**src/rtl/serial_pattern_gen.sv**
```systemverilog
// rtl/serial_pattern_gen.sv - serial bit-pattern transmitter with frame repeat and inter-frame gap
//
// Latches a PAT_W-bit pattern on an accepted start and shifts it out MSB
// first, one bit per clock, repeat_cnt times with gap idle cycles between
// frames.
//
// Ports:
//   clk         rising-edge clock
//   reset       synchronous active-high reset
//   start       transfer request, honoured only while busy=0
//   abort       synchronous abort of an active transfer (no done pulse)
//   pattern     pattern to send, latched on accepted start
//   repeat_cnt  number of frames, latched on accepted start
//   gap         idle cycles between frames, latched on accepted start
//   dout        serial data (registered)
//   dout_valid  dout carries a pattern bit this cycle
//   frame_start high with the MSB of every frame
//   busy        transfer in progress
//   done        one-cycle pulse after the last bit of the last frame
module serial_pattern_gen #(
  parameter int               PAT_W   = 4,
  parameter logic [PAT_W-1:0] DEF_PAT = PAT_W'(4'b1010),
  parameter int               CNT_W   = 8,
  parameter int               GAP_W   = 4
) (
  input  logic             clk,
  input  logic             reset,
  input  logic             start,
  input  logic             abort,
  input  logic [PAT_W-1:0] pattern,
  input  logic [CNT_W-1:0] repeat_cnt,
  input  logic [GAP_W-1:0] gap,
  output logic             dout,
  output logic             dout_valid,
  output logic             frame_start,
  output logic             busy,
  output logic             done
);

  localparam int IDX_W = $clog2(PAT_W);
  localparam logic [IDX_W-1:0] MSB_IDX = IDX_W'(PAT_W - 1);

  typedef enum logic [1:0] {
    IDLE  = 2'd0,
    SHIFT = 2'd1,
    GAP   = 2'd2
  } state_t;

  state_t           state;
  logic [PAT_W-1:0] pat_q;
  logic [CNT_W-1:0] frames_left;  // includes the frame currently being sent
  logic [GAP_W-1:0] gap_q;
  logic [GAP_W-1:0] gap_cnt;      // gap cycles remaining, including the current one
  logic [IDX_W-1:0] bit_idx;      // index of the bit currently on dout
  logic [IDX_W-1:0] idx_dn;

  assign idx_dn = bit_idx - 1'b1;

  // Outputs are computed at each edge for the cycle that follows, so the
  // state names describe what is on dout during the current cycle.
  always_ff @(posedge clk) begin
    if (reset) begin
      state       <= IDLE;
      pat_q       <= DEF_PAT;
      frames_left <= '0;
      gap_q       <= '0;
      gap_cnt     <= '0;
      bit_idx     <= '0;
      dout        <= 1'b0;
      dout_valid  <= 1'b0;
      frame_start <= 1'b0;
      busy        <= 1'b0;
      done        <= 1'b0;
    end else begin
      frame_start <= 1'b0;
      done        <= 1'b0;
      case (state)
        IDLE: begin
          if (start) begin
            pat_q       <= pattern;
            frames_left <= repeat_cnt;
            gap_q       <= gap;
            if (repeat_cnt != '0) begin
              state       <= SHIFT;
              bit_idx     <= MSB_IDX;
              dout        <= pattern[PAT_W-1];
              dout_valid  <= 1'b1;
              frame_start <= 1'b1;
              busy        <= 1'b1;
            end else begin
              // Empty transfer: acknowledge immediately without going busy.
              done <= 1'b1;
            end
          end
        end

        SHIFT: begin
          if (abort) begin
            state      <= IDLE;
            dout       <= 1'b0;
            dout_valid <= 1'b0;
            busy       <= 1'b0;
          end else if (bit_idx != '0) begin
            bit_idx <= idx_dn;
            dout    <= pat_q[idx_dn];
          end else if (frames_left == CNT_W'(1)) begin
            state      <= IDLE;
            dout       <= 1'b0;
            dout_valid <= 1'b0;
            busy       <= 1'b0;
            done       <= 1'b1;
          end else begin
            frames_left <= frames_left - 1'b1;
            if (gap_q == '0) begin
              bit_idx     <= MSB_IDX;
              dout        <= pat_q[PAT_W-1];
              frame_start <= 1'b1;
            end else begin
              state      <= GAP;
              gap_cnt    <= gap_q;
              dout       <= 1'b0;
              dout_valid <= 1'b0;
            end
          end
        end

        GAP: begin
          if (abort) begin
            state      <= IDLE;
            dout       <= 1'b0;
            dout_valid <= 1'b0;
            busy       <= 1'b0;
          end else if (gap_cnt == GAP_W'(1)) begin
            state       <= SHIFT;
            bit_idx     <= MSB_IDX;
            dout        <= pat_q[PAT_W-1];
            dout_valid  <= 1'b1;
            frame_start <= 1'b1;
          end else begin
            gap_cnt <= gap_cnt - 1'b1;
          end
        end

        default: begin
          state      <= IDLE;
          dout       <= 1'b0;
          dout_valid <= 1'b0;
          busy       <= 1'b0;
        end
      endcase
    end
  end

endmodule

```
**config.mk**
```make
export PLATFORM = sky130hd
export DESIGN_NAME = serial_pattern_gen
export DESIGN_NICKNAME = d
export VERILOG_FILES = /design/src/rtl/serial_pattern_gen.sv
export SDC_FILE = /design/constraint.sdc
export NUM_CORES = 1
export LEC_CHECK = 0
export BUFFER_PORTS_ARGS = -buffer_cell sky130_fd_sc_hd__clkbuf_2
export CORE_MARGIN = 3
export CORE_UTILIZATION = 50
export CTS_BUF_LIST = sky130_fd_sc_hd__clkbuf_4 sky130_fd_sc_hd__clkbuf_8
export CTS_CLUSTER_SIZE = 12
export DETAILED_ROUTE_END_ITERATION = 10
export PLACE_DENSITY = 0.75
export SLEW_MARGIN = 20
export SYNTH_ARGS = -nofsm -noshare
export SYNTH_HDL_FRONTEND = slang
export SYNTH_SLANG_ARGS = --single-unit
```
**constraint.sdc**
```tcl
create_clock -name clk -period 2.7 [get_ports clk]
set_clock_uncertainty 0.2 [all_clocks]
set_input_delay 0.54 -clock clk [delete_from_list [all_inputs] [get_ports clk]]
set_output_delay 0.54 -clock clk [all_outputs]
set_load 0.005 [all_outputs]
```
==> results of run 1 <==
-- sequential cells by signal, indices dropped and copies added (netlist names), 2 cells and up --
register,flops
bit_idx,2
state,2
gap_q,4
pat_q,4
gap_cnt,4
frames_left,8
-- cell families (layout without fill, tap and decap cells) --
family	Yosys count	count (layout)
and+or+nand+nor	94	94
AOI/OAI and AO/OA	66	66
DFF	29	29
buffers and inverters	20	43
adders and majority gates	5	5
muxes	2	2
-- power by group through the flow --
stage | clock, uW | sequential (uW) | combinational, uW
2_1_floorplan | 0 | 499 | 223
3_3_place_gp | 0 | 511 | 278
3_5_place_dp | 0 | 511 | 280
4_1_cts | 288 | 501 | 281
5_1_grt | 314 | 507 | 317
6_report | 281 | 501 | 281
-- area by class of cell --
cell class                 instances  share of cell area (%)
sequential                        29                    30.9
multi-input combinational        167                    53.8
clock buffer                       8                    3.20
inverter                           8                    1.60
tap                               44                    2.93
timing repair buffer              27                    7.59
-- worst max-delay path, stage by stage, from the launching register on --
cell and delay [ns]:
dfxtp_1 0.38, inv_1 0.08, ha_1 0.18, nor3b_1 0.14
buf_4 0.16, a21oi_4 0.30, or2_1 0.35, o211ai_2 0.16
a21oi_2 0.14
-- metal layers --
layer | vias to the layer above | routed length, um | track usage [%]
li1 | 813 | - | -
met1 | 725 | 1720 | 26.8
met2 | 40 | 1820 | 32.0
met3 | 4 | 211 | 4.75
met4 | 0 | 50 | 11.1
met5 | - | 0 | 0
-- cells in the mapped netlist, types with 2 or more instances --
master,number,area (um2)
or3_1,2,12.5
nor3_1,5,25.0
a31oi_1,6,37.5
nor3b_1,2,15.0
dfxtp_1,29,581
o21a_1,2,15.0
inv_1,8,30.0
o31ai_1,2,15.0
nand3_1,10,50.1
buf_6,3,33.8
nor2_1,13,48.8
o21ai_0,15,75.1
ha_1,5,62.6
a21oi_1,25,125
a221o_1,2,20.0
nor2b_1,2,12.5
clkbuf_1,5,18.8
nor4_1,3,18.8
nand2b_1,2,12.5
and2_1,2,12.5
nand2_1,43,161
buf_2,4,20.0
-- metrics by stage --
stage	setup slack, ns	instances
6_report	0.543	283
5_1_grt	0.442	283
4_1_cts	0.563	283
3_5_place_dp	0.470	275
3_3_place_gp	0.511	275
2_1_floorplan	0.710	216
-- worst paths after layout --
check	slack (ns)	endpoint	cells after the start	start
max	0.54	frames_left[1]	8	frames_left[1]
min	0.21	pat_q[1]	3	pattern[1]
max reg2reg	0.54	frames_left[1]	8	frames_left[1]
min reg2reg	0.26	dout	2	dout
==> impl_metrics.csv, run 1 <==
group,metric,value,unit
cells_and_area,antenna_cells,0,
cts,cts-resized-gates,0,
die,core_area,0.00315,mm2
critical_path,endpoint_kind,"register",
cells_and_area,drive_above_1_share,20.1,%
timing,max_slew_margin,48.3,%
synthesis,synth_top_family_by_area,"simple AND/OR/NAND/NOR gates",
power,combPwrFrac,26.5,%
grt,grt_max_degree,29,
die,fp.dieW,64.2,um
power,irDropWorstVdd,0.233,mV
grt,grt_pass1_vias,1479,
cts,clock_path_buffers,2,
cts,clock-sinks,29,
synthesis,synth-compound-area-share,25.3,%
cells_and_area,final_net_count,263,
grt,grt.overflow.total,0,
timing,drv_slew,0,
route,drtIter0Drc,142,
cts,clk_latency,0.33,ns
cells_and_area,multiInputGateArea,0.00101,mm2
die,initial_core_util,53.7,%
synthesis,synth_xor_area_share,0,%
cells_and_area,finalCoreUtilization,59.6,%
power,power.density,566,mW/mm2
synthesis,synthArstFlopShare,0,%
critical_path,cp.arrival,2.22,ns
synthesis,ys_warn_count,0,
die,rows,20,
route,vias,1582,
critical_path,cp_max_fo,8,
route,drt_pass1_iterations,4,
die,die_area,0.00412,mm2
cts,root_buffer,"clkbuf_4",
timing,hold_ws,0.214,ns
placed_design,numPortBuffers,24,
synthesis,ys_ff_latch,29,
placed_design,placed_cell_area,0.00182,mm2
timing,max_freq,464,MHz
route,postRouteWirelength,3.81,mm
power,power.internal,714,uW
power,switching_share,32.8,%
cts,cts_tree,"built",
grt,antenna_found_initial,0,
cells_and_area,final_cell_mix,"nand2_1 (43), dfxtp_1 (29), a21oi_1 (25), clkbuf_2 (24), o21ai_0 (15)",
cts,clk_pin_slew,0.09,ns
cells_and_area,register_area,581,um2
worst_hold_path,hold_class,"in -> reg",
synthesis,ys.flop_type,"dfxtp_1",
synthesis,ys_types,48,
cells_and_area,design_area,0.00188,mm2
timing,rsz0062_at_grt,"no",
critical_path,worstSetupPathType,"reg -> reg",
timing,fin_setup_tns,0,ns
synthesis,synthMuxAreaShare,1.92,%
cts,numCtsBuffers,5,
synthesis,avgSynthCellArea,7.84,um2
synthesis,synth-edff-count,0,
grt,gr-usage-all-layers,20.8,%
power,cellLeakagePower,0.000758,uW
synthesis,synthAdderAreaFrac,3.70,%
power,seqPwrFrac,47.1,%
power,total_power,1060,uW
timing,setup_viol,0,
route,wl_per_cell,13.4,um
synthesis,synthCells,216,
die,io_pins,25,
route,final_antenna_net_count,0,
timing,min_period_over_period,79.9,%
critical_path,start_kind,"register",
timing,period_minus_slack,2.16,ns
flow_run,drv_cap,0,
cts,postCtsHoldBufs,0,
cells_and_area,final_common_cell,"nand2_1",
grt,grt_pass1_wl,6.64,mm
synthesis,yosysSeqAreaShare,34.3,%
synthesis,syn_nets,241,
timing,finalHoldViolCount,0,
route,drt-vias-per-instance,5.59,
cts,htreeDepth,2,
critical_path,worstPathRequired,2.77,ns
power,power_frac_clock,26.4,%
timing,tightest_slew,0.768,ns
route,drc,0,
cells_and_area,fillCellCount,300,
status,status,"finished, final reports clean",
cells_and_area,areaGrowthSynthToFinish,10.9,%
power,netSwitchingPower,349,uW
placed_design,dp_hpwl,2.74,mm
die,die_h,64.2,um
synthesis,syn_area,0.00169,mm2
synthesis,yosys.area_share.simple,28.8,%
cts,post_cts_buffers,0,
placed_design,place_congestion,0.824,
Power figures use the tool's default switching activity.
==> inputs of run 2 (changes only) <==
clock period = 2 ns   (was 2.7 ns; I/O delays follow)
==> impl_metrics.csv, run 2 (synthesis gave the netlist of run 1 again) <==
group,metric,value,unit
route,postRouteWirelength,4.07,mm
critical_path,worstPathRequired,2.07,ns
cells_and_area,final_net_count,285,
power,combPwrFrac,26.6,%
cells_and_area,final_cell_mix,"nand2_1 (43), dfxtp_1 (28), a21oi_1 (25), clkbuf_2 (24), buf_4 (24)",
timing,max_freq,525,MHz
cells_and_area,areaGrowthSynthToFinish,24.5,%
power,switching_share,29.4,%
cts,clk_pin_slew,0.11,ns
cells_and_area,final_common_cell,"nand2_1",
placed_design,place_congestion,0.924,
timing,tightest_slew,0.448,ns
cells_and_area,regMostFlops,"frames_left",
cts,root_buffer,"clkbuf_4",
grt,grt-busiest-layer,"met2",
grt,use_met1,26.8,%
grt,gr-usage-all-layers,20.9,%
die,io_pins,25,
cts,htreeDepth,2,
cells_and_area,register_area,582,um2
route,drt-vias-per-instance,5.51,
cells_and_area,antenna_cells,0,
die,rows,20,
timing,setup_viol,0,
grt,antenna_found_initial,0,
cts,clk_latency,0.33,ns
power,netSwitchingPower,510,uW
grt,grt_util_met3,5.10,%
critical_path,cp.arrival,1.97,ns
cells_and_area,drive_above_1_share,28.7,%
power,seqPwrFrac,38.5,%
die,die_area,0.00412,mm2
critical_path,rr_startpoint,"frames_left[1]",
die,core_area,0.00315,mm2
timing,period_minus_slack,1.90,ns
critical_path,cp_max_fo,5,
timing,drv_slew,0,
placed_design,numPortBuffers,24,
critical_path,critPathLaunch,"frames_left[1]",
route,drt_pass1_iterations,4,
timing,max_slew_margin,69.8,%
route,final_antenna_net_count,0,
cells_and_area,finalCoreUtilization,66.8,%
timing,rsz0062_at_grt,"no",
worst_hold_path,hold_class,"in -> reg",
placed_design,dp_hpwl,2.94,mm
cts,clock-sinks,29,
route,vias,1680,
critical_path,endpoint_kind,"register",
cells_and_area,largest_reg_flops,8,
critical_path,start_kind,"register",
grt,grt_max_degree,16,
die,fp.dieW,64.2,um
cts,numCtsBuffers,5,
route,wl_per_cell,13.3,um
power,power.density,824,mW/mm2
cts,clock_path_buffers,2,
die,die_h,64.2,um
power,power_frac_clock,34.9,%
route,drtIter0Drc,121,
timing,min_period_over_period,95.2,%
flow_run,drv_cap,0,
timing,finalHoldViolCount,0,
status,status,"finished, final reports clean",
worst_hold_path,hold_path.startpoint,"pattern[0]",
critical_path,worstSetupPathType,"reg -> reg",
grt,grt_pass1_vias,1550,
grt,grt_util_met2,34.3,%
power,cellLeakagePower,0.000889,uW
route,drc,0,
power,irDropWorstVdd,0.363,mV
cells_and_area,multiInputGateArea,0.00103,mm2
cells_and_area,fillCellCount,284,
power,power.internal,1230,uW
cts,cts_tree,"built",
grt,grt_pass1_wl,6.87,mm
die,initial_core_util,53.7,%
grt,grt.overflow.total,0,
power,total_power,1740,uW
-- run 2: timing repair --
action | CTS | global route
hold buffers | 0 | 0
buffers inserted | 0 | 1
gates resized for setup | 0 | 7
endpoints found under the setup margin | 0 | 16
-- run 2: power groups by stage --
| stage | registers, uW | logic, uW | clock network [uW] |
|---|---|---|---|
| finish | 668 | 462 | 605 |
| global route | 675 | 514 | 642 |
| CTS | 667 | 449 | 616 |
| detailed placement | 680 | 445 | 0 |
| global placement | 678 | 441 | 0 |
| floorplan | 673 | 301 | 0 |
-- run 2: critical path: stages (launching register included) --
cell and delay (ns):
dfxtp_2 0.34, inv_1 0.06, ha_2 0.18, nor3b_2 0.15, buf_4 0.15, a21oi_4 0.23, a21boi_4 0.10, or3_1 0.31
a31oi_1 0.13
-- run 2: final timing paths --
kind	end	slack [ns]	cells past startpoint
setup / recovery	gap_cnt[0]	0.1	8
hold / removal	pat_q[0]	0.08	3
setup reg to reg	gap_cnt[0]	0.1	8
hold reg to reg	dout	0.27	2
-- run 2: routing by layer --
metal / wire, um / vias up
met5: 0 / -
met1: 1760 / 761
li1: - / 852
met3: 243 / 14
met4: 71 / 0
met2: 1990 / 53
-- run 2: cell type report --
class	count	area share [%]
inverters	8	1.43
well taps	44	2.61
clock inverters	3	3.09
repair buffers	49	14.8
clock buffers	5	1.78
flip-flops and latches	29	27.6
multi-input cells	167	48.7
-- run 2: per-stage QoR --
stage          instance area [um2]  instances  setup TNS [ns]  hold WS (ns)  worst slack, ns
2_1_floorplan                 1690        216               0         0.233           0.0104
3_3_place_gp                  1980        296        -0.00936         0.245         -0.00936
3_5_place_dp                  1980        296         -0.0515         0.253          -0.0418
4_1_cts                       2080        304               0        0.0664           0.0210
5_1_grt                       2110        305               0        0.0756         0.000998
6_report                      2110        305               0        0.0774           0.0957
